File: config.mk
export PLATFORM = sky130hd
export DESIGN_NAME = pipe_stage_buf_flat
export DESIGN_NICKNAME = d
export VERILOG_FILES = /design/src/rtl/pipe_stage_buf_pkg.sv /design/src/rtl/pipe_stage_buf_if.sv /design/src/rtl/pipe_stage_buf_wrap_ctr.sv /design/src/rtl/pipe_stage_buf.sv /design/src/flat_wrapper.sv
export SDC_FILE = /design/constraint.sdc
export NUM_CORES = 1
export LEC_CHECK = 0
export BUFFER_PORTS_ARGS = -buffer_cell sky130_fd_sc_hd__buf_2
export CAP_MARGIN = 30
export CELL_PAD_IN_SITES_DETAIL_PLACEMENT = 1
export CELL_PAD_IN_SITES_GLOBAL_PLACEMENT = 1
export CORE_MARGIN = 3
export CORE_UTILIZATION = 42
export CTS_BUF_LIST = sky130_fd_sc_hd__clkbuf_8 sky130_fd_sc_hd__clkbuf_16
export DETAILED_ROUTE_END_ITERATION = 6
export HOLD_SLACK_MARGIN = 0.08
export PLACE_DENSITY = 0.78
export SYNTH_ARGS = -nofsm -noshare
export SYNTH_HDL_FRONTEND = slang
export SYNTH_HIERARCHICAL = 1
export SYNTH_SLANG_ARGS = --single-unit
File: constraint.sdc
create_clock -name clk -period 4.4 [get_ports clk]
set_input_delay 0.44 -clock clk [delete_from_list [all_inputs] [get_ports clk]]
set_output_delay 0.44 -clock clk [all_outputs]
set_load 0.1 [all_outputs]
File: src/rtl/pipe_stage_buf_pkg.sv
// Purpose: shared pipeline-stage types and payload widths for the pipe_stage_buf slice.
// Latency: n/a (types, constants and a pure helper function only).
// Backpressure: n/a.
package pipe_pkg;

    localparam int INSTR_W = 16;   // instruction word
    localparam int ID_RR_W = 19;   // ID->RR stage payload
    localparam int RR_EX_W = 42;   // RR->EX stage payload

    typedef enum logic [1:0] {
        EMPTY   = 2'd0,
        PARTIAL = 2'd1,
        FULL    = 2'd2
    } occ_state_t;

    // Occupancy class of a buffer holding cnt of depth entries.
    function automatic occ_state_t occ_of(input int unsigned cnt, input int unsigned depth);
        if (cnt == 0)
            return EMPTY;
        else if (cnt >= depth)
            return FULL;
        else
            return PARTIAL;
    endfunction

endpackage

File: src/rtl/pipe_stage_buf_if.sv
// Purpose: upstream + downstream valid/ready handshake bundle of one pipeline-stage buffer.
// Latency: n/a (wires only).
// Backpressure: in_ready throttles the producer, out_ready throttles the buffer.
// Ports: in_valid/in_data/in_ready (upstream side), out_valid/out_data/out_ready (downstream side).
// master = the stages around the buffer, slave = the buffer itself.
interface pipe_stage_buf_if #(
    parameter int WIDTH = 16
);
    logic             in_valid;
    logic [WIDTH-1:0] in_data;
    logic             in_ready;
    logic             out_valid;
    logic [WIDTH-1:0] out_data;
    logic             out_ready;

    modport master (
        output in_valid, in_data, out_ready,
        input  in_ready, out_valid, out_data
    );

    modport slave (
        input  in_valid, in_data, out_ready,
        output in_ready, out_valid, out_data
    );
endinterface

File: src/rtl/pipe_stage_buf_wrap_ctr.sv
// Purpose: modulo-DEPTH pointer counter (wraps DEPTH-1 -> 0) with increment and clear.
// Latency: pointer moves on the clock edge after inc/clr.
// Backpressure: none; caller qualifies inc.
// Ports: clk, rst (sync active-high), clr (sync kill), inc, ptr.
module pipe_wrap_ctr #(
    parameter int DEPTH = 2,
    parameter int PW    = (DEPTH > 1) ? $clog2(DEPTH) : 1
) (
    input  logic          clk,
    input  logic          rst,
    input  logic          clr,
    input  logic          inc,
    output logic [PW-1:0] ptr
);

    always_ff @(posedge clk) begin
        if (rst || clr)
            ptr <= '0;
        else if (inc)
            ptr <= (ptr == PW'(DEPTH - 1)) ? '0 : ptr + 1'b1;
    end

endmodule

File: src/rtl/pipe_stage_buf.sv
// Purpose: elastic DEPTH x WIDTH pipeline-stage buffer with valid/ready on both sides and flush.
// Latency: 1 cycle in->out; 0 cycles from empty when PIPE_STAGE_BYPASS_EN is defined.
// Backpressure: in_ready drops when full (no same-cycle refill on pop) and during flush/reset.
// Ports: clk, resetn (sync, active-high), flush, bus (pipe_stage_buf_if.slave), count.
// Optional feature macro: PIPE_STAGE_BYPASS_EN (empty-buffer combinational pass-through).
module pipe_stage_buf
    import pipe_pkg::*;
#(
    parameter int WIDTH = 16,
    parameter int DEPTH = 2,
    parameter int CW    = $clog2(DEPTH + 1)
) (
    input  logic              clk,
    input  logic              resetn,
    input  logic              flush,
    pipe_stage_buf_if.slave   bus,
    output logic [CW-1:0]     count
);

    localparam int PW = (DEPTH > 1) ? $clog2(DEPTH) : 1;

    logic [WIDTH-1:0] mem [DEPTH];
    logic [PW-1:0]    wr_ptr;
    logic [PW-1:0]    rd_ptr;
    occ_state_t       occ;
    logic             push;
    logic             pop;
    logic             byp;      // empty-buffer pass-through active this cycle
    logic             wr_en;    // entry actually stored
    logic             rd_en;    // stored entry actually retired

    always_comb begin
        occ          = occ_of(32'(count), DEPTH);
        bus.in_ready = (occ != FULL) & ~flush & ~resetn;
        push         = bus.in_valid & bus.in_ready;
        byp          = 1'b0;
`ifdef PIPE_STAGE_BYPASS_EN
        byp          = (occ == EMPTY) & bus.in_valid & ~flush & ~resetn;
`endif
        bus.out_valid = ((occ != EMPTY) | byp) & ~resetn;
        pop           = bus.out_valid & bus.out_ready;
        bus.out_data  = '0;
        if (bus.out_valid)
            bus.out_data = byp ? bus.in_data : mem[rd_ptr];
        // A bypassed item taken downstream in the same cycle is never stored,
        // and it is not a stored entry, so rd_ptr must not move for it.
        wr_en = push & ~(byp & bus.out_ready);
        rd_en = pop & ~byp;
    end

    always_ff @(posedge clk) begin
        if (wr_en)
            mem[wr_ptr] <= bus.in_data;
    end

    // A pop in the flush cycle still completes downstream; the clear wins.
    always_ff @(posedge clk) begin
        if (resetn || flush)
            count <= '0;
        else if (wr_en && !rd_en)
            count <= count + 1'b1;
        else if (rd_en && !wr_en)
            count <= count - 1'b1;
    end

    pipe_wrap_ctr #(.DEPTH(DEPTH), .PW(PW)) u_wr_ctr (
        .clk (clk),
        .rst (resetn),
        .clr (flush),
        .inc (wr_en),
        .ptr (wr_ptr)
    );

    pipe_wrap_ctr #(.DEPTH(DEPTH), .PW(PW)) u_rd_ctr (
        .clk (clk),
        .rst (resetn),
        .clr (flush),
        .inc (rd_en),
        .ptr (rd_ptr)
    );

endmodule

File: src/flat_wrapper.sv
// flat-port wrapper written by rule: the top's interface ports become plain ports
module pipe_stage_buf_flat import pipe_pkg::*;
#(
    parameter int WIDTH = 16,
    parameter int DEPTH = 2,
    parameter int CW    = $clog2(DEPTH + 1)
)
  (clk, resetn, flush, count, bus_in_valid, bus_in_data, bus_out_ready, bus_in_ready, bus_out_valid, bus_out_data);
  pipe_stage_buf_if #(.WIDTH(WIDTH)) bus_i ();
  input  logic clk;
  input  logic resetn;
  input  logic flush;
  output logic [CW-1:0] count;
  input wire logic [$bits(bus_i.in_valid)-1:0] bus_in_valid;
  input wire logic [$bits(bus_i.in_data)-1:0] bus_in_data;
  input wire logic [$bits(bus_i.out_ready)-1:0] bus_out_ready;
  output wire logic [$bits(bus_i.in_ready)-1:0] bus_in_ready;
  output wire logic [$bits(bus_i.out_valid)-1:0] bus_out_valid;
  output wire logic [$bits(bus_i.out_data)-1:0] bus_out_data;
  assign bus_i.in_valid = bus_in_valid;
  assign bus_i.in_data = bus_in_data;
  assign bus_i.out_ready = bus_out_ready;
  assign bus_in_ready = bus_i.in_ready;
  assign bus_out_valid = bus_i.out_valid;
  assign bus_out_data = bus_i.out_data;
  pipe_stage_buf #(.WIDTH(WIDTH), .DEPTH(DEPTH), .CW(CW)) u_core (.clk(clk), .resetn(resetn), .flush(flush), .bus(bus_i), .count(count));
endmodule
=== Word-level counts from Yosys, hierarchy flattened ===
Memories as Yosys holds them, arrays and structs flattened. A register that Yosys moved wholly into a read port is not among the register bits.
Index checks and enable logic that the tools add are counted.

* Reduce and logical (&&, ||, !) cells: 8
* Multiplexer cells: 11
* Add/sub/neg operators: 4
* Bitwise logic cells: 7
* Magnitude comparators: 1
* Equal/unequal tests: 1

{| class="wikitable"
|+ Operators with widths
! kind !! number
|-
| $mux 16 || 1
|-
| $mux 2 || 4
|-
| $mux 1 || 6
|-
| $and 1x1->1 || 5
|-
| $reduce_bool 2->1 || 2
|-
| $add 1x1->1 const B || 2
|-
| $add 2x1->2 const B || 1
|-
| $ge 2x2->1 const B || 1
|-
| $logic_and 1x1->1 || 2
|-
| $logic_not 1->1 || 2
|-
| $logic_not 2->1 || 1
|-
| $ne 2x2->1 const B || 1
|-
| $not 1->1 || 2
|-
| $sub 2x1->2 const B || 1
|-
| $logic_or 1x1->1 || 1
|}

* Word-level logic and storage cells: 36
* Input port bits: 21
* Bits in registers: 4
* Bits in writable memories: 32
* Memories: 1
* Output and inout bits: 20

{| class="wikitable"
|+ Memories
! memory !! words !! bits a word !! rd ports !! clocked after memory_dff !! wr ports !! RTL line !! text
|-
| u_core.mem || 2 || 16 || 1 || 1 || 1 || pipe_stage_buf.sv:22 || <nowiki>logic [WIDTH-1:0] mem [DEPTH];</nowiki>
|}

=== Longest topological paths before layout ===
* Word-level depth: 11
* Depth in mapped cells: 9
* Depth with buffers taken out: 8

=== By module ===
The synthesis kept the hierarchy.

{| class="wikitable"
|+ By module, submodules not included
! module !! cells an instance !! area an instance (um^2) !! sequential area each (um^2) !! instances
|-
| pipe_stage_buf || 86 || 1396.3 || 1001.0 || 1
|-
| pipe_wrap_ctr || 3 || 38.8 || 20.0 || 2
|}

=== Worst setup path before layout ===
OpenSTA, ideal clock, no wires.

* Path type: register -> output
* Start: register u_core.count[1]
* End: output port bus_in_ready
* Arrival time: 2.892 ns
* Data required time: 3.960 ns
* Buffers on the path: 0
* Stages on the path, launching flop included: 2
* Path slack: 1.068 ns
* Path through: dfxtp_1 > nor3_1

* Cells in the longest elaborated chain, start to end: 6
* Elaborated cells between the ends (all ways): 7
* Classes of those cells: order compare (1); eq/ne (1); mux (2); bitwise (2); reduce/logical (1)

{| class="wikitable"
|+ RTL lines
! what !! RTL line !! text
|-
| from (decl) || pipe_stage_buf.sv:17 || <nowiki>output logic [CW-1:0] count</nowiki>
|-
| from (signal assigned) || pipe_stage_buf.sv:61 || <nowiki>count <= count + 1'b1;</nowiki>
|-
| from (signal assigned) || pipe_stage_buf.sv:63 || <nowiki>count <= count - 1'b1;</nowiki>
|-
| $ge 2x2->1 || pipe_stage_buf_pkg.sv:20 || <nowiki>else if (cnt >= depth)</nowiki>
|-
| $mux 2 || pipe_stage_buf_pkg.sv:20 ||
|-
| $mux 2 (*) || pipe_stage_buf_pkg.sv:18 || <nowiki>if (cnt == 0)</nowiki>
|-
| $ne 2x2->1 (*) || pipe_stage_buf.sv:34 || <nowiki>bus.in_ready = (occ != FULL) & ~flush & ~resetn;</nowiki>
|-
| $and 1x1->1 (*) (2 in series) || pipe_stage_buf.sv:34 ||
|-
| to (decl) || flat_wrapper.sv:17 || <nowiki>output wire logic [$bits(bus_i.in_ready)-1:0] bus_in_ready;</nowiki>
|}

Mark *: on every way between the ends. The rest lies on a longest branch, timed or not.

==> reports/metrics.yaml <==
antennaDiodeCount: 0
cp.arrival_ns: 2.04
min_path_cells: 1
grt_usage_pct: 14.22
dieArea_mm2: 0.004256
hold_ws_ns: 0.3446
syn2layout_area_growth_pct: 20.37
io_pins: 41
drt_pre_antenna_iters: 2
synth_warnings: 6
synth_area_mm2: 0.001474
root_buffer: "clkbuf_8"
vdd.ir_drop.worst_uv: 245.8
drive_gt1_share_pct: 45.93
place_inst: 172
startpoint_type: "flop"
switching_share_pct: 23.80
antenna_found_initial: 0
final_nets: 157
cts_tree: "yes"
h-tree-depth: 2
cts-buffers-inserted: 5
antenna_left: 0
p_clk_share_pct: 32.2
fp.coreArea_mm2: 0.003203
fin_setup_tns_ns: 0
clock-sinks: 36
post_drt_wl_per_cell_um: 14.96
die_x_um: 65.24
period_share_pct: 56.34
fin_util_pct: 55.39
status: "finished clean"
stdcell_count: 179
routed_wl_mm: 2.678
slew_violations: 0
path_clk_slew_ns: 0.07
rsz0062_at_grt: "no"
vias: 884
cts_setup_buffers: 0
finClkSkew_ns: 0.002184
min_to: "u_core/mem[0][10]"
p_comb_share_pct: 9.6
p_per_area_mw_per_mm2: 369.2
rr_endpoint: "u_core/count[1]"
r2r_start: "u_core/count[1]"
clk_latency_ns: 0.28
grt_max_degree: 18
gp_congestion: 0.7375
syn_nets: 114
io_buffer_count: 40
relSlewSlack_pct: 33.85
fp.dieH_um: 65.24
hold_buffers: 0
required_ns: 3.96
floorplan.rows: 20
via_per_inst: 4.939
worst-slew-pin-transition_ns: 0.9910
hold_class: "primary input to flop"
first_iter_violations: 32
syn_inst: 92
grt_pass1_wl_mm: 4.395
grt_pass1_vias: 995
r2r_cells: 7
cp-end-kind: "primary output"
fmax_ghz: 0.4034
cap_violations: 0
reg2reg_setup_slack_ns: 2.17
dp_hpwl_mm: 1.875
worstSetupPathType: "flop to primary output"
start_util_pct: 46.02
power.switching_uw: 155.9
clockBufferDepth: 2
avgSynthCellArea_um2: 16.02
grt_overflow: 0
route.detailed.drc: 0
worstHoldStart: "bus_in_data[10]"
crit_fanout: 17
setup_violations: 0
fillers: 353
fin_crit_ns: 2.479
ys_ff_latch: 36
cts_resized: 0
hold_viol_final: 0
p_leak_uw: 0.0006578
internal-power_uw: 499.1
seqPwrFrac_pct: 58.2
synthDistinctLibCells: 22
ys_seq_area_share_pct: 70.63
finalPower_uw: 654.9
layout by cell type (no fill, tap or decap), drive strengths merged:
cell and instances:
a211oi 1, nor4b 1, ha 1, clkbuf 5, nor2b 1, edfxtp 32
and2 2, or2 1, clkinv 1, dfxtp 4, or3 1, nor2 17
xor2 2, xnor2 2, o21ai 1, inv 2, nor3 4, nand2 1
mux2i 16, buf 40
layout make-up:
class / count / area [µm²] / area share (%)
Clock inverter: 2 / 8.758 / 0.4937
Clock buffer: 5 / 68.82 / 3.879
Sequential cell: 36 / 1041 / 58.67
Multi-Input combinational cell: 51 / 396.6 / 22.36
Tap cell: 44 / 55.05 / 3.103
Timing Repair Buffer: 40 / 200.2 / 11.28
Inverter: 1 / 3.754 / 0.2116
Yosys cell counts:
cell type	instances	area (µm²)
nand2_1	1	3.750
buf_4	1	7.510
nor2_2	10	62.56
dfxtp_1	4	80.08
edfxtp_1	32	960.9
xnor2_1	2	17.52
inv_2	1	3.750
a211oi_2	1	12.51
nor2_1	7	26.28
nor3_2	2	20.02
and2_1	2	12.51
mux2i_1	16	160.2
o21ai_0	1	5.000
nor4b_2	1	15.01
buf_6	2	22.52
xor2_1	2	17.52
nor2b_1	1	6.260
ha_1	1	12.51
buf_2	1	5.000
or3_1	1	6.260
or2_1	1	6.260
nor3_1	2	10.01
worst max-delay path, stage by stage, from the launching register on:
cell and delay, ns:
dfxtp_1 0.98, mux2i_1 0.22, nor2_2 0.12, buf_2 0.44
registers in the layout (all words and copies together) (netlist names):
name	cells
u_core/mem	32
u_core/count	2
u_core/u_rd_ctr/ptr	1
u_core/u_wr_ctr/ptr	1
power groups by stage:
| stage | combinational, µW | clock, µW | sequential [µW] |
|---|---|---|---|
| 4_1_cts | 63.9 | 221 | 381 |
| 6_report | 62.9 | 211 | 381 |
| 2_1_floorplan | 41.5 | 0 | 392 |
| 5_1_grt | 67.5 | 232 | 382 |
| 3_5_place_dp | 63.8 | 0 | 389 |
| 3_3_place_gp | 61.8 | 0 | 388 |
worst max path at each step:
stage	from	to	slack [ns]	cells after the start
final	u_core/u_rd_ctr/ptr	bus_out_data[8]	1.92	3
after global routing	u_core/u_rd_ctr/ptr	bus_out_data[1]	1.79	3
after CTS	u_core/u_rd_ctr/ptr	bus_out_data[14]	1.85	3
after detailed placement	resetn	u_core/count[1]	1.97	7
after floorplan	u_core/count[1]	bus_in_ready	1.07	1
after global placement	resetn	u_core/count[1]	2.07	7
per-layer routing:
metal	wire length, µm	global-route usage (%)	vias to the layer above
li1	-	-	419
met1	1033	14.65	425
met2	1402	24.78	34
met3	203	4.786	6
met4	39	8.549	0
met5	0	0	-
per-stage QoR:
| step | instance area (µm²) | setup slack, ns |
|---|---|---|
| finish | 1774 | 1.921 |
| global route | 1774 | 1.789 |
| detailed placement | 1697 | 1.973 |
| CTS | 1774 | 1.847 |
| global placement | 1697 | 2.069 |
| floorplan | 1474 | 1.068 |
cell families after synthesis:
group           synth area share, %
mux                           10.87
flops                         70.63
xor+xnor                      2.377
buf+inv                       2.631
compound gates                1.188
simple gates                  11.46
fa+ha+maj                    0.8488
No activity file was read; power rests on OpenSTA's default activity.
